**src/rtl/ifu_prefetch.sv**
```systemverilog
// Instruction fetch unit: sequential prefetch over a request/response memory bus into an in-order FIFO toward decode.
// Optional build macro IFU_MISALIGN_FAULT_EN adds out_fault and turns misaligned redirect targets into a single faulting entry.
//
// state    | meaning
// ---------+-----------------------------------------------------------------
// ST_FETCH | issue sequential requests; responses land in the FIFO
// ST_FLUSH | no issue; stale responses from before a redirect are discarded
module ifu_prefetch #(
    parameter int              XLEN      = 32,
    parameter int              BUS_W     = 64,
    parameter int              DEPTH     = 4,
    parameter int              MAX_OUTST = 2,
    parameter logic [XLEN-1:0] RESET_PC  = 32'h8000_0000
) (
    input  logic             clk,
    input  logic             rst,
    input  logic             redirect_valid,
    input  logic [XLEN-1:0]  redirect_pc,
    output logic             req_valid,
    output logic [XLEN-1:0]  req_addr,
    input  logic             req_ready,
    input  logic             resp_valid,
    input  logic [BUS_W-1:0] resp_data,
    output logic             out_valid,
    input  logic             out_ready,
    output logic [31:0]      out_inst,
    output logic [XLEN-1:0]  out_pc,
`ifdef IFU_MISALIGN_FAULT_EN
    output logic             out_fault,
`endif
    output logic             busy
);

    localparam int OFF = $clog2(BUS_W / 8);
    localparam int AW  = $clog2(DEPTH);
    localparam int OW  = $clog2(MAX_OUTST + 1);
    localparam int TW  = (MAX_OUTST > 1) ? $clog2(MAX_OUTST) : 1;
    localparam int CW  = $clog2(DEPTH + MAX_OUTST + 1);
    localparam logic [XLEN-1:0] ALIGN_MASK = ~(XLEN'(BUS_W / 8 - 1));

    typedef enum logic {
        ST_FETCH = 1'b0,
        ST_FLUSH = 1'b1
    } state_t;

    state_t r_state;
    state_t w_state_nxt;

    logic            r_run;
    logic [XLEN-1:0] r_fetch_pc;
    logic [OW-1:0]   r_outst;
    logic [OW-1:0]   r_drop;

    logic [31:0]     r_fifo_inst [DEPTH];
    logic [XLEN-1:0] r_fifo_pc   [DEPTH];
    logic [AW-1:0]   r_wr_ptr;
    logic [AW-1:0]   r_rd_ptr;
    logic [AW:0]     r_count;

    logic [XLEN-1:0] r_tag_pc [MAX_OUTST];
    logic [TW-1:0]   r_tq_wr;
    logic [TW-1:0]   r_tq_rd;

    logic            w_accept;
    logic            w_resp_ok;
    logic            w_resp_take;
    logic            w_resp_flush;
    logic            w_push;
    logic            w_pop;
    logic [31:0]     w_push_inst;
    logic [31:0]     w_resp_inst;
    logic [XLEN-1:0] w_tag_head;
    logic [XLEN-1:0] w_redir_pc;
    logic [OW-1:0]   w_drop_redir;
    logic [CW-1:0]   w_used;
    logic            w_fault_push;
    logic            w_fault_block;

`ifdef IFU_MISALIGN_FAULT_EN
    logic r_fifo_fault [DEPTH];
    logic r_fault_mode;
    logic r_fault_pend;
    logic w_misalign;

    assign w_redir_pc    = redirect_pc;
    assign w_misalign    = (redirect_pc[1:0] != 2'b00);
    assign w_fault_push  = r_fault_pend && (r_state == ST_FETCH) && !redirect_valid;
    assign w_fault_block = r_fault_mode;
    assign w_push_inst   = w_fault_push ? 32'h0000_0013 : w_resp_inst;
    assign out_fault     = r_fifo_fault[r_rd_ptr];
`else
    assign w_redir_pc    = redirect_pc & ~(XLEN'(3));
    assign w_fault_push  = 1'b0;
    assign w_fault_block = 1'b0;
    assign w_push_inst   = w_resp_inst;
`endif

    function automatic logic [TW-1:0] tq_inc(input logic [TW-1:0] p);
        return (p == TW'(MAX_OUTST - 1)) ? '0 : p + 1'b1;
    endfunction

    assign w_tag_head = r_tag_pc[r_tq_rd];

    // Lane k of the response beat holds the word at pc; BUS_W == 32 has a single lane.
    generate
        if (BUS_W == 32) begin : g_one_lane
            assign w_resp_inst = resp_data;
        end else begin : g_lane_sel
            logic [OFF-3:0] w_k;
            assign w_k         = w_tag_head[OFF-1:2];
            assign w_resp_inst = resp_data[32*w_k +: 32];
        end
    endgenerate

    assign w_used       = CW'(r_count) + CW'(r_outst);
    assign w_accept     = req_valid && req_ready;
    // A beat with nothing outstanding is a protocol error and is ignored entirely.
    assign w_resp_ok    = resp_valid && (r_outst != '0);
    assign w_resp_take  = w_resp_ok && (r_state == ST_FETCH) && (r_drop == '0) && !redirect_valid;
    assign w_resp_flush = w_resp_ok && (r_state == ST_FLUSH) && !redirect_valid;
    assign w_drop_redir = r_outst - OW'(w_resp_ok);
    assign w_push       = w_resp_take || w_fault_push;
    assign w_pop        = out_valid && out_ready && !redirect_valid;

    assign req_addr  = r_fetch_pc & ALIGN_MASK;
    assign out_valid = (r_count != '0);
    assign out_inst  = r_fifo_inst[r_rd_ptr];
    assign out_pc    = r_fifo_pc[r_rd_ptr];

    always_ff @(posedge clk) begin
        if (!rst) begin
            r_state <= ST_FETCH;
        end else begin
            r_state <= w_state_nxt;
        end
    end

    always_comb begin
        w_state_nxt = r_state;
        req_valid   = 1'b0;
        busy        = (r_outst != '0) || (r_state == ST_FLUSH);
        if (redirect_valid) begin
            w_state_nxt = (w_drop_redir != '0) ? ST_FLUSH : ST_FETCH;
        end else begin
            case (r_state)
                ST_FETCH: begin
                    req_valid = r_run && !w_fault_block
                             && (r_outst < OW'(MAX_OUTST))
                             && (w_used < CW'(DEPTH));
                end
                ST_FLUSH: begin
                    if (w_resp_flush && (r_drop == OW'(1))) begin
                        w_state_nxt = ST_FETCH;
                    end
                end
                default: w_state_nxt = ST_FETCH;
            endcase
        end
    end

    // r_run holds off issue for one cycle after reset so the first cycle is quiet.
    always_ff @(posedge clk) begin
        if (!rst) begin
            r_run      <= 1'b0;
            r_fetch_pc <= RESET_PC;
            r_outst    <= '0;
            r_drop     <= '0;
        end else begin
            r_run <= 1'b1;
            if (redirect_valid) begin
                r_fetch_pc <= w_redir_pc;
                r_outst    <= w_drop_redir;
                r_drop     <= w_drop_redir;
            end else begin
                if (w_accept) begin
                    r_fetch_pc <= r_fetch_pc + XLEN'(4);
                end
                case ({w_accept, w_resp_ok})
                    2'b10:   r_outst <= r_outst + 1'b1;
                    2'b01:   r_outst <= r_outst - 1'b1;
                    default: r_outst <= r_outst;
                endcase
                if (w_resp_flush) begin
                    r_drop <= r_drop - 1'b1;
                end
            end
        end
    end

    always_ff @(posedge clk) begin
        if (!rst) begin
            r_tq_wr <= '0;
            r_tq_rd <= '0;
        end else if (redirect_valid) begin
            r_tq_wr <= '0;
            r_tq_rd <= '0;
        end else begin
            if (w_accept) begin
                r_tq_wr <= tq_inc(r_tq_wr);
            end
            if (w_resp_take) begin
                r_tq_rd <= tq_inc(r_tq_rd);
            end
        end
    end

    always_ff @(posedge clk) begin
        if (w_accept) begin
            r_tag_pc[r_tq_wr] <= r_fetch_pc;
        end
    end

    always_ff @(posedge clk) begin
        if (!rst) begin
            r_wr_ptr <= '0;
            r_rd_ptr <= '0;
            r_count  <= '0;
        end else if (redirect_valid) begin
            r_wr_ptr <= '0;
            r_rd_ptr <= '0;
            r_count  <= '0;
        end else begin
            if (w_push) begin
                r_wr_ptr <= r_wr_ptr + 1'b1;
            end
            if (w_pop) begin
                r_rd_ptr <= r_rd_ptr + 1'b1;
            end
            case ({w_push, w_pop})
                2'b10:   r_count <= r_count + 1'b1;
                2'b01:   r_count <= r_count - 1'b1;
                default: r_count <= r_count;
            endcase
        end
    end

    // In fault mode fetch_pc never advances, so it still holds the faulting target.
    always_ff @(posedge clk) begin
        if (w_push) begin
            r_fifo_inst[r_wr_ptr] <= w_push_inst;
            r_fifo_pc[r_wr_ptr]   <= w_fault_push ? r_fetch_pc : w_tag_head;
`ifdef IFU_MISALIGN_FAULT_EN
            r_fifo_fault[r_wr_ptr] <= w_fault_push;
`endif
        end
    end

`ifdef IFU_MISALIGN_FAULT_EN
    always_ff @(posedge clk) begin
        if (!rst) begin
            r_fault_mode <= 1'b0;
            r_fault_pend <= 1'b0;
        end else if (redirect_valid) begin
            r_fault_mode <= w_misalign;
            r_fault_pend <= w_misalign;
        end else if (w_fault_push) begin
            r_fault_pend <= 1'b0;
        end
    end
`endif

endmodule

```
**config.mk**
```make
export PLATFORM = sky130hd
export DESIGN_NAME = ifu_prefetch
export DESIGN_NICKNAME = d
export VERILOG_FILES = /design/src/rtl/ifu_prefetch.sv
export SDC_FILE = /design/constraint.sdc
export NUM_CORES = 1
export LEC_CHECK = 0
export ABC_AREA = 0
export BUFFER_PORTS_ARGS = -buffer_cell sky130_fd_sc_hd__buf_2
export CAP_MARGIN = 20
export CORE_MARGIN = 1.5
export CORE_UTILIZATION = 59
export CTS_BUF_LIST = sky130_fd_sc_hd__clkbuf_8
export DETAILED_ROUTE_END_ITERATION = 16
export HOLD_SLACK_MARGIN = 0.08
export PLACE_DENSITY = 0.88
export RECOVER_POWER = 50
export SETUP_SLACK_MARGIN = 0.4
export SYNTH_ARGS = -nofsm -noshare
export SYNTH_HDL_FRONTEND = slang
export SYNTH_SLANG_ARGS = --single-unit
```
**constraint.sdc**
```tcl
create_clock -name clk -period 4.9 [get_ports clk]
set_input_delay 0.735 -clock clk [delete_from_list [all_inputs] [get_ports clk]]
set_output_delay 0.735 -clock clk [all_outputs]
set_load 0.01 [all_outputs]
```
* Word level (Yosys, flattened, before mapping)
Memories as Yosys holds them, arrays and structs flattened. A register that Yosys moved wholly into a read port is not among the register bits.
Index checks and enable logic that the tools add are counted.
** Storage, ports and cells
- Register bits :: 47
- Latch bits :: 0
- Bits in writable memories :: 320
- Memory bits (read-only) :: 0
- Input bits :: 102
- Memories kept :: 3
** Memories
- r_fifo_inst :: depth 4, bits a word 32, read ports 1, clocked after memory_dff 1, write ports 1, line 54 : logic [31:0] r_fifo_inst [DEPTH];
- r_fifo_pc :: depth 4, bits a word 32, read ports 1, clocked after memory_dff 1, write ports 1, line 55 : logic [XLEN-1:0] r_fifo_pc [DEPTH];
- r_tag_pc :: depth 2, bits a word 32, read ports 1, clocked after memory_dff 1, write ports 1, line 60 : logic [XLEN-1:0] r_tag_pc [MAX_OUTST];
** Cells by class
- Add/sub/neg operators :: 12
- $mul :: 0
- Divide/modulo/power cells :: 0
- Order comparisons :: 2
- Eq/ne operators :: 5
- Shift-type cells :: 1
- Muxes and demuxes :: 26
- Bitwise operators :: 2
- Reduce and logical (&&, ||, !) cells :: 23
** Operators with widths (count)
- 32-bit two-way mux :: 2
- 64-bit by 7-bit variable part select with 32-bit output :: 1
- 32-bit by 3-bit adder with 32-bit output (second input constant) :: 1
- 1-bit two-way mux :: 15
- 2-bit two-way mux :: 7
- 1-bit logical AND :: 12
- 2-bit nonzero test :: 5
- 2-bit by 1-bit adder with 2-bit output (second input constant) :: 3
- 2-bit by 1-bit == test with 1-bit output (second input constant) :: 3
- 3-bit case mux with 2 select lines :: 1
- 3-bit nonzero test :: 2
- 2-bit == test (second input constant) :: 2
- 2-bit case mux with 2 select lines :: 1
- 2-bit by 1-bit subtractor with 2-bit output (second input constant) :: 2
- 3-bit by 1-bit adder with 3-bit output (second input constant) :: 1
- 3-bit by 2-bit adder with 3-bit output :: 1
- 3-bit less-than comparator (second input constant) :: 1
- 3-bit by 1-bit subtractor with 3-bit output (second input constant) :: 1
- 1-bit adder (second input constant) :: 2
- 2-bit logical NOT :: 1
- 2-bit less-than comparator (second input constant) :: 1
- 1-bit NOT :: 2
- 2-bit OR reduction :: 1
- 2-bit by 1-bit subtractor with 2-bit output :: 1
- other kinds (2) :: 2

* Longest topological paths before layout
Gate-level depths: netlist of the first run.
- Word-level depth :: 9
- Gate-level depth with buffers :: 11

* Least setup slack after synthesis of the first run
Ideal clock, no wire load.
- Path type :: in2reg
- From :: in resp_valid
- To :: mem r_fifo_inst[0][0], enable pin
- Library setup time :: 426 ps
- Arrival time :: 2878 ps
- Required time :: 4474 ps
- Slack :: 1595 ps
- Stages :: 5
- Path buffers :: 2
- Path through :: o21a_1 buf_2 and3_1 clkbuf_1 and2_1
** Between the ends
- Word-level cells in the longest chain between the ends :: 6
** Ends and longest elaborated chain
- start, declared :: line 22 : input logic resp_valid,
- 1-bit logical AND :: line 118 : assign w_resp_ok = resp_valid && (r_outst != '0);
- 1-bit logical AND (3 in a row) :: line 119 : assign w_resp_take = w_resp_ok && (r_state == ST_FETCH) && (r_drop == '0) && !redirect_valid;
- 1-bit two-way mux :: line 239 : if (w_push) begin
- 1-bit two-way mux (implied by the code) :: line 240 : r_fifo_inst[r_wr_ptr] <= w_push_inst;
- end, declared :: line 54
Every way passes these cells.

* Final worst setup path of the first run
- From :: reg r_outst[1]
- To :: mem r_tag_pc[1][24], enable pin
** Between the ends
- Word-level cells in the longest chain between the ends :: 8
- Elaborated cells between the ends (all ways) :: 10
- Classes of those cells :: 1 x add/sub; 2 x order compare; 4 x mux; 3 x reduce/logical
** Ends and longest elaborated chain
- start, declared :: line 51 : logic [OW-1:0] r_outst;
- start signal, assigned :: line 172 : r_outst <= w_drop_redir;
- start signal, assigned :: line 179 : 2'b10: r_outst <= r_outst + 1'b1;
- start signal, assigned :: line 180 : 2'b01: r_outst <= r_outst - 1'b1;
- 3-bit by 2-bit adder with 3-bit output or 2-bit less-than comparator (tied branches) :: line 115, 148
- 3-bit less-than comparator or 1-bit logical AND (tied branches) :: line 149, 148
- 1-bit logical AND * :: line 149 : && (w_used < CW'(DEPTH));
- 1-bit two-way mux * :: line 145 : case (r_state)
- 1-bit two-way mux * :: line 142 : if (redirect_valid) begin
- 1-bit logical AND * :: line 116 : assign w_accept = req_valid && req_ready;
- 1-bit two-way mux * :: line 208 : if (w_accept) begin
- 1-bit two-way mux (implied by the code) * :: line 209 : r_tag_pc[r_tq_wr] <= r_fetch_pc;
- end, declared :: line 60
Mark *: on every way between the ends. The rest lies on a longest branch, timed or not.

==> qor.csv, run 1 <==
stage,metric,value,unit
timing,fin_crit,3.44,ns
yosys,ys_seq_area_share,70.9,%
timing,worst_pin_slew,1.93,ns
clock_network,ctsResizeCount,0,
power,powerDensity,363,nW/um^2
drt,routed_wirelength,27400,microns
placed_design,placed_cells,1271,
timing,fin_crit_sh,70.3,%
timing,tns,0,ns
yosys,ys.warnings.count,0,
setup_path,arrival,3.67,ns
placed_design,dp_hpwl,16700,microns
setup_path,required,5.12,ns
drt,drc,0,
yosys,netlist_instances,819,
setup_path,cp-end-kind,register,
cells_and_area,nets,1120,
global_routing,grt_pass1_wl,43500,microns
timing,slew_headroom,-28.5,%
power,ir_worst_vdd,0.172,mV
floorplanning,start_util,60.8,%
yosys,avgSynthCellArea,17.6,sq um
clock_network,clock_latency,0.56,ns
yosys,synth_flop_cell,edfxtp_1,
yosys,synth.cell_area,14400,sq um
drt,drtPass1Iterations,5,
clock_network,clock_sinks,356,
clock_network,cts.clk_slew.worst_paths,0.06,ns
global_routing,first_global_vias,8132,
setup_path,crit_chain,"ha_1, a311oi_1, o311a_1, clkbuf_1, and2_1, buf_4",
drt,drt_iter0_drc,622,
setup_path,critPathSlowestCell,clkbuf_1,
clock_network,cts_tree,yes,
yosys,synth_enable_flop_cells,308,
timing,finalSetupViolations,0,
yosys,async_flop_share,0,%
timing,drv_slew,31,
cells_and_area,final_cells,1368,
timing,max_freq,290,MHz
drt,routed-via-count,7936,
power,p_leak,5.59,nW
clock_network,cts_buffers,53,
cells_and_area,final_cell_mix,"308 x edfxtp_1, 161 x buf_2, 62 x mux4_2",
clock_network,clock_tree.root_cell,clkbuf_8,
timing,finalClockSkew,0.0161,ns
yosys,synth_seq_cells,356,
hold_path,hold_path_class,input port to register,
clock_network,h-tree-depth,2,
outcome,violations,"capacitance limit, slew limit",
drt,drtAntennaViolNets,0,
timing,rsz0062_at_grt,no,
job,maxCapViolCount,1,
clock_network,cts_hold_buf,0,
placed_design,port-buffer-count,193,
placed_design,gp_congestion,0.838,
cells_and_area,diodes,0,
setup_path,cp-start-kind,register,
global_routing,grt_max_degree,63,
setup_path,critPathMaxFanout,21,
setup_path,crit_type,register to register,
setup_path,max_stage_delay,0.68,ns
drt,wire_per_inst,20.0,microns
floorplanning,die_x,159,microns
cells_and_area,drive_gt1_share,29.6,%
yosys,synth_cell_types,51,
global_routing,antenna_found_initial,0,
drt,viasPerCell,5.80,
floorplanning,die_area,25400,sq um
floorplanning,row_count,56,
clock_network,post-cts-setup-buffers,0,
power,power.total,5.96,mW
floorplanning,coreArea,23700,sq um
timing,hold_viol,0,
clock_network,clockBufferDepth,3,
cells_and_area,area_growth,14.0,%
floorplanning,ios,201,
cells_and_area,mostFrequentLayoutCell,edfxtp_1,
floorplanning,die_y,159,microns
global_routing,grt_overflow,0,
outcome,status,finished with violations,
global_routing,grt_use_total,22.1,%
==> cell usage after synthesis (3+ instances only) <==
master	instances	area share, %
a211o_1	3	0.18
a21oi_1	25	0.87
a311oi_1	3	0.18
a31oi_1	5	0.22
a32oi_1	4	0.24
and2_1	8	0.35
and3_1	6	0.26
buf_1	3	0.078
buf_2	10	0.35
buf_4	37	1.9
clkbuf_1	23	0.60
dfxtp_1	48	6.7
edfxtp_1	308	64
ha_1	10	0.87
inv_1	22	0.57
mux2_2	61	4.8
mux4_2	62	9.7
nand2_1	27	0.70
nand3_1	11	0.38
nand4_1	14	0.61
nor2_1	28	0.73
nor3_1	4	0.14
nor4_1	6	0.26
o21a_1	6	0.31
o21ai_0	25	0.87
o311a_1	4	0.28
o31a_1	3	0.18
o31ai_1	3	0.16
or3_1	4	0.17
xnor2_1	11	0.67
xor2_1	10	0.61
==> logic make-up (layout without fill, tap and decap cells) <==
| logic type | count (synthesis) | count (layout) | share of synthesized area, % |
|---|---|---|---|
| adders and majority gates | 11 | 11 | 1.01 |
| xor gates and xnor gates | 21 | 21 | 1.28 |
| DFF | 356 | 356 | 70.9 |
| muxes | 124 | 124 | 14.5 |
| buffers and inverters | 95 | 321 | 3.53 |
| other | 1 | 5 | 0.0260 |
| and+or+nand+nor | 117 | 117 | 4.43 |
| AOI/OAI and AO/OA | 94 | 94 | 4.33 |
==> metal layers <==
| metal | wire (microns) | global-route usage [%] |
|---|---|---|
| met4 | 624 | 7.55 |
| met1 | 11200 | 30.1 |
| met5 | 0 | 0 |
| met2 | 13400 | 36.0 |
| met3 | 2140 | 4.48 |
==> final timing paths <==
path                                  from                     endpoint  slack, ns  cells after the start
setup / recovery   r_outst[1]$_SDFFE_PN0P_    r_tag_pc[1][24]$_DFFE_PP_       1.46                      6
hold / removal             redirect_pc[24]  r_fetch_pc[24]$_SDFFE_PN0P_       0.42                      2
setup reg to reg   r_outst[1]$_SDFFE_PN0P_    r_tag_pc[1][24]$_DFFE_PP_       1.46                      6
hold reg to reg   r_wr_ptr[1]$_SDFFE_PP0P_     r_wr_ptr[1]$_SDFFE_PP0P_       0.50                      2
==> per-stage QoR <==
step	util, %	setup slack [ns]	hold slack (ns)	cell area, sq um
2_1_floorplan	-	1.60	0.465	14400
3_3_place_gp	65.3	1.77	0.482	15500
3_5_place_dp	65.3	1.69	0.492	15500
4_1_cts	69.7	1.50	0.383	16500
5_1_grt	69.4	1.34	0.407	16400
6_report	69.4	1.46	0.418	16400
==> critical path: cells and delay by family (launching register included) <==
family	cells	cell delay, ns
flip-flops	1	0.49
adder cells (fa/ha/maj)	1	0.29
buffers and inverters	2	1.08
AO/OA/AOI/OAI	2	0.61
AND/OR/NAND/NOR	1	0.62
==> where the power goes <==
part / leakage (nW) / internal, mW / switching, mW / total (mW)
logic: 1.82 / 0.107 / 0.153 / 0.260
clock network: 0.591 / 1.27 / 1.05 / 2.31
registers: 3.18 / 3.34 / 0.0468 / 3.39
total: 5.59 / 4.71 / 1.25 / 5.96
==> layout make-up <==
cell class,count,area (sq um)
inverters,22,82.6
clock buffers,56,771
well taps,319,399
clock inverters,41,269
flip-flops and latches,356,10200
fillers,1545,7260
repair buffers,202,982
multi-input cells,372,3710
==> flip-flops by register name, summed over array words and instances (netlist names), named ones only <==
| name | cells |
|---|---|
| r_fifo_inst | 128 |
| r_fifo_pc | 120 |
| r_tag_pc | 60 |
| r_fetch_pc | 30 |
| r_count | 3 |
| r_drop | 2 |
| r_outst | 2 |
| r_rd_ptr | 2 |
| r_wr_ptr | 2 |
| r_run | 1 |
| r_state | 1 |
| r_tq_rd | 1 |
| r_tq_wr | 1 |
Note: power is estimated with default switching activity, not from simulation.
==> run 2: changes to the inputs <==
==> constraint.sdc (replaced) <==
create_clock -name clk -period 3.5 [get_ports clk]
set_input_delay 0.525 -clock clk [delete_from_list [all_inputs] [get_ports clk]]
set_output_delay 0.525 -clock clk [all_outputs]
set_load 0.01 [all_outputs]
==> qor.csv, run 2 (synthesis gave the netlist of run 1 again) <==
stage,metric,value,unit,change
setup_path,required,3.73,ns,was 5.12 ns
drt,drtPass1Iterations,5,,unchanged
clock_network,h-tree-depth,2,,unchanged
cells_and_area,final_cell_mix,"308 x edfxtp_1, 161 x buf_2, 62 x mux4_2",,unchanged
setup_path,critPathSlowestCell,and2_1,,was clkbuf_1
floorplanning,coreArea,23700,sq um,unchanged
drt,drt_iter0_drc,657,,was 622
cells_and_area,mostFrequentLayoutCell,edfxtp_1,,unchanged
cells_and_area,reg.largest.list,"r_fifo_inst (128), r_fifo_pc (120), r_tag_pc (60)",,unchanged
cells_and_area,fin_util,70.0,%,was 69.4%
cells_and_area,top_register,r_fifo_inst,,unchanged
global_routing,use_met2,36.0,%,unchanged
global_routing,first_global_vias,8064,,was 8132
global_routing,use_met3,4.27,%,was 4.48%
clock_network,post-cts-setup-buffers,0,,unchanged
outcome,status,finished with violations,,unchanged
global_routing,grt_max_degree,63,,unchanged
global_routing,antenna_found_initial,0,,unchanged
timing,fin_crit,2.95,ns,was 3.44 ns
timing,slew_headroom,-19.0,%,was -28.5%
cells_and_area,fillers,1524,,was 1545
clock_network,clockBufferDepth,3,,unchanged
timing,rsz0062_at_grt,no,,unchanged
job,maxCapViolCount,1,,unchanged
floorplanning,die_area,25400,sq um,unchanged
timing,finalSetupViolations,0,,unchanged
global_routing,grt_overflow,0,,unchanged
outcome,violations,"capacitance limit, slew limit",,unchanged
hold_path,hold_path_class,input port to register,,unchanged
clock_network,cts_tree,yes,,unchanged
drt,routed_wirelength,28300,microns,was 27400 microns
global_routing,grt_use_total,22.4,%,was 22.1%
floorplanning,row_count,56,,unchanged
clock_network,cts.clk_slew.worst_paths,0.07,ns,was 0.06 ns
drt,drc,0,,unchanged
drt,viasPerCell,5.88,,was 5.80
global_routing,grtUsageMet1,30.8,%,was 30.1%
clock_network,cts_hold_buf,0,,unchanged
floorplanning,ios,201,,unchanged
drt,drtAntennaViolNets,0,,unchanged
drt,wire_per_inst,20.6,microns,was 20.0 microns
placed_design,gp_congestion,0.871,,was 0.838
cells_and_area,largest_reg_flops,128,,unchanged
timing,hold_viol,0,,unchanged
clock_network,clock_tree.root_cell,clkbuf_8,,unchanged
timing,finalHoldWorstSlack,0.174,ns,was 0.418 ns
drt,routed-via-count,8081,,was 7936
setup_path,path_buf_inv,1,,was 2
timing,drv_slew,30,,was 31
cells_and_area,area_growth,15.1,%,was 14.0%
clock_network,ctsResizeCount,0,,unchanged
power,power.total,8.45,mW,was 5.96 mW
timing,finalClockSkew,0.0331,ns,was 0.0161 ns
setup_path,cp-end-kind,register,,unchanged
power,ir_worst_vdd,0.247,mV,was 0.172 mV
setup_path,arrival,3.18,ns,was 3.67 ns
global_routing,grt-busiest-layer,met2,,unchanged
setup_path,cp-start-kind,register,,unchanged
power,p_leak,5.67,nW,was 5.59 nW
floorplanning,start_util,60.8,%,unchanged
setup_path,max_stage_delay,1.01,ns,was 0.68 ns
clock_network,clock_latency,0.58,ns,was 0.56 ns
timing,max_freq,339,MHz,was 290 MHz
setup_path,crit_chain,"o21a_1, and3_1, and2_1, buf_12",,"was ha_1, a311oi_1, o311a_1, clkbuf_1, and2_1, buf_4"
clock_network,cts_buffers,54,,was 53
setup_path,cp_top_family,simple AND/OR/NAND/NOR gates,,was buffers and inverters
timing,fin_crit_sh,84.3,%,was 70.3%
timing,worst_pin_slew,1.79,ns,was 1.93 ns
power,powerDensity,510,nW/um^2,was 363 nW/um^2
clock_network,clock_sinks,356,,unchanged
timing,tns,0,ns,unchanged
floorplanning,die_y,159,microns,unchanged
floorplanning,die_x,159,microns,unchanged
cells_and_area,diodes,0,,unchanged
cells_and_area,drive_gt1_share,30.4,%,was 29.6%
cells_and_area,nets,1127,,was 1120
setup_path,critPathMaxFanout,43,,was 21
placed_design,dp_hpwl,18000,microns,was 16700 microns
setup_path,crit_type,register to register,,unchanged
global_routing,grt_pass1_wl,44100,microns,was 43500 microns
placed_design,port-buffer-count,193,,unchanged
[run 2: cell types whose count changed in the layout (fill, tap and decap cells not counted), sizes merged]
cell,previous run,this run
clkinv,19,16
buf,167,173
clkinvlp,1,0
clkbuf,91,93
inv,39,41
[run 2: power breakdown]
part           internal [mW]  switching, mW
combinational          0.154          0.214
clock                   1.83           1.52
sequential              4.67         0.0680
total                   6.66           1.80
[run 2: worst paths after layout]
path	endpoint	startpoint	cells after the start	slack, ns
min reg2reg	r_wr_ptr[1]$_SDFFE_PP0P_	r_wr_ptr[1]$_SDFFE_PP0P_	2	0.52
min	r_fetch_pc[31]$_SDFFE_PN1P_	redirect_pc[31]	3	0.17
max reg2reg	r_fifo_pc[2][30]$_DFFE_PP_	r_outst[1]$_SDFFE_PN0P_	4	0.55
max	r_fifo_pc[2][30]$_DFFE_PP_	r_outst[1]$_SDFFE_PN0P_	4	0.55
[run 2: stage by stage]
step / cell area, sq um / cells / setup slack, ns
2_1_floorplan: 14400 / 823 / 0.405
3_3_place_gp: 15600 / 1277 / 0.853
3_5_place_dp: 15600 / 1277 / 0.825
4_1_cts: 16700 / 1374 / 0.510
5_1_grt: 16600 / 1374 / 0.380
6_report: 16600 / 1374 / 0.551
[run 2: area by class of cell]
cell class | instances | area, sq um | share of cell area (%)
multi-input cells | 372 | 3710 | 22.4
clock buffers | 58 | 798 | 4.81
inverters | 22 | 82.6 | 0.498
flip-flops and latches | 356 | 10200 | 61.6
well taps | 319 | 399 | 2.41
clock inverters | 39 | 275 | 1.66
repair buffers | 208 | 1100 | 6.65
[run 2: worst reg2reg max path, stage by stage, from the launching register on]
cell     delay [ns]
dfxtp_1        0.47
o21a_1         0.35
and3_1         0.39
and2_1         1.01
buf_12         0.38
[run 2: metal layers]
layer	vias up	part of all wire [%]
met5	-	0
met4	0	2.9
met3	71	7.7
met2	412	49
met1	4005	40
li1	3593	-
==> run 3: changes to the inputs <==
==> constraint.sdc (replaced) <==
create_clock -name clk -period 2.9 [get_ports clk]
set_input_delay 0.435 -clock clk [delete_from_list [all_inputs] [get_ports clk]]
set_output_delay 0.435 -clock clk [all_outputs]
set_load 0.01 [all_outputs]
==> qor.csv, run 3 (synthesis gave the netlist of run 1 again) <==
stage,metric,value,unit,change
clock_network,cts_buffers,55,,was 54
setup_path,reg2regPathDepth,9,,was 4
clock_network,h-tree-depth,2,,unchanged
clock_network,clock_latency,0.57,ns,was 0.58 ns
floorplanning,die_x,159,microns,unchanged
cells_and_area,nets,1142,,was 1127
placed_design,pre_cts_slack,0.297,ns,was 0.825 ns
cells_and_area,area_growth,17.0,%,was 15.1%
placed_design,port-buffer-count,193,,unchanged
timing,drv_slew,30,,unchanged
drt,routed-via-count,8078,,was 8081
timing,finalSetupViolations,0,,unchanged
floorplanning,coreArea,23700,sq um,unchanged
drt,drtPass1Iterations,6,,was 5
floorplanning,ios,201,,unchanged
timing,fin_crit_sh,87.4,%,was 84.3%
power,power.total,10.2,mW,was 8.45 mW
placed_design,dp_hpwl,18500,microns,was 18000 microns
floorplanning,start_util,60.8,%,unchanged
setup_path,required,3.39,ns,was 3.73 ns
clock_network,clock_sinks,356,,unchanged
global_routing,antenna_found_initial,0,,unchanged
cells_and_area,top_register,r_fifo_inst,,unchanged
global_routing,grt_use_total,22.5,%,was 22.4%
setup_path,cp-startpoint,r_outst[0]$_SDFFE_PN0P_,,was r_outst[1]$_SDFFE_PN0P_
cells_and_area,mostFrequentLayoutCell,edfxtp_1,,unchanged
drt,drc,0,,unchanged
timing,fin_crit,2.54,ns,was 2.95 ns
outcome,status,finished with violations,,unchanged
timing,max_freq,394,MHz,was 339 MHz
timing,worst_pin_slew,1.75,ns,was 1.79 ns
global_routing,grt_pass1_wl,44100,microns,about the same
timing,fin_ws,0.364,ns,was 0.551 ns
timing,hold_viol,0,,unchanged
clock_network,cts_tree,yes,,unchanged
cells_and_area,drive_gt1_share,32.5,%,was 30.4%
global_routing,first_global_vias,8117,,was 8064
drt,wire_per_inst,20.4,microns,was 20.6 microns
cells_and_area,largest_reg_flops,128,,unchanged
floorplanning,die_area,25400,sq um,unchanged
power,p_leak,5.79,nW,was 5.67 nW
clock_network,cts.clk_slew.worst_paths,0.06,ns,was 0.07 ns
setup_path,arrival,3.03,ns,was 3.18 ns
placed_design,gp_congestion,0.901,,was 0.871
drt,viasPerCell,5.79,,was 5.88
power,powerDensity,604,nW/um^2,was 510 nW/um^2
setup_path,critical_path.most_common_cell,inv_1,,
setup_path,cp-end-kind,register,,unchanged
clock_network,clock_tree.root_cell,clkbuf_8,,unchanged
timing,tns,0,ns,unchanged
global_routing,grt_overflow,0,,unchanged
timing,rsz0062_at_grt,yes,,was no
setup_path,crit_type,register to register,,unchanged
timing,finalClockSkew,0.0259,ns,was 0.0331 ns
global_routing,grt_max_degree,34,,was 63
hold_path,hold_path_class,input port to register,,unchanged
drt,routed_wirelength,28400,microns,was 28300 microns
setup_path,r2r-start,r_outst[0]$_SDFFE_PN0P_,,was r_outst[1]$_SDFFE_PN0P_
setup_path,max_stage_delay,0.38,ns,was 1.01 ns
floorplanning,row_count,56,,unchanged
setup_path,cp-start-kind,register,,unchanged
cells_and_area,final_cell_mix,"308 x edfxtp_1, 163 x buf_2, 62 x mux4_2, 62 x clkbuf_8, 61 x mux2_1",,"was 308 x edfxtp_1, 161 x buf_2, 62 x mux4_2"
outcome,violations,"capacitance limit, slew limit",,unchanged
timing,slew_headroom,-16.5,%,was -19.0%
drt,drt_iter0_drc,456,,was 657
drt,drtAntennaViolNets,0,,unchanged
cells_and_area,reg.largest.list,"r_fifo_inst (128), r_fifo_pc (120), r_tag_pc (60)",,unchanged
setup_path,crit_chain,"o21a_1, and3_1, inv_1, ha_1, inv_1, fa_1, xor2_1, or3_1, a21oi_1",,"was o21a_1, and3_1, and2_1, buf_12"
hold_path,hold_depth,2,,was 3
clock_network,clockBufferDepth,3,,unchanged
setup_path,critPathSlowestCell,fa_1,,was and2_1
hold_path,min_from,redirect_pc[24],,was redirect_pc[31]
floorplanning,die_y,159,microns,unchanged
job,maxCapViolCount,1,,unchanged
setup_path,critPathMaxFanout,8,,was 43
timing,finalHoldWorstSlack,0.126,ns,was 0.174 ns
power,ir_worst_vdd,0.366,mV,was 0.247 mV
cells_and_area,diodes,0,,unchanged
==> run 3: cell count changes in the layout (fill, tap and decap cells not counted), moves of 2 or more <==
cell,before,now
buf_12,6,12
and2_1,7,3
buf_4,6,10
clkbuf_8,58,62
and2_2,0,3
clkinvlp_4,0,3
buf_2,161,163
bufinv_16,4,2
clkbuf_1,34,32
clkinv_1,9,11
inv_6,3,1
==> run 3: repair_timing <==
item / 4_1_cts / 5_1_grt
buffers inserted: 3 / 0
resized for setup: 2 / 3
cloned: 0 / 1
hold buffers: 1 / 0
setup endpoints to repair: 53 / 16
endpoints found under the hold margin: 1 / 0
==> run 3: power breakdown <==
part,switching (mW),internal [mW]
Combinational,0.264,0.192
Clock,1.85,2.15
Sequential,0.0793,5.64
==> run 3: cell type report <==
type | count | area (sq um)
Multi-Input combinational cell | 372 | 3740
Timing Repair Buffer | 222 | 1320
Tap cell | 319 | 399
Inverter | 22 | 82.6
Clock buffer | 62 | 853
Sequential cell | 356 | 10200
Clock inverter | 41 | 238
Fill cell | 1509 | 6830
==> run 3: critical path, delay by kind of cell (launching register included) <==
kind / cells / cell delay, ns
DFF: 1 / 0.37
xor gates and xnor gates: 1 / 0.17
and+or+nand+nor: 2 / 0.64
adders and majority gates: 2 / 0.59
AOI/OAI and AO/OA: 2 / 0.45
buffers and inverters: 2 / 0.24
==> run 3: final timing paths <==
check	slack, ns	endpoint
worst min register to register	0.49	r_wr_ptr[1]$_SDFFE_PP0P_
worst max-delay path	0.36	r_count[2]$_SDFFE_PP0P_
worst max register to register	0.36	r_count[2]$_SDFFE_PP0P_
worst min-delay path	0.13	r_fetch_pc[24]$_SDFFE_PN0P_
==> run 3: per-layer routing <==
layer,vias to the layer above,GRT usage (%),share of wire (%)
met5,-,0,0
met4,0,7.50,2.6
met3,60,4.77,7.3
met2,367,37.1,49
met1,4023,30.2,41
li1,3628,-,-
==> run 3: per-stage QoR <==
| step | cells | util (%) | area (sq um) |
|---|---|---|---|
| floorplan | 823 | - | 14400 |
| global placement | 1286 | 66.4 | 15700 |
| detailed placement | 1286 | 66.4 | 15700 |
| CTS | 1393 | 71.2 | 16900 |
| global route | 1394 | 71.1 | 16800 |
| finish | 1394 | 71.1 | 16800 |
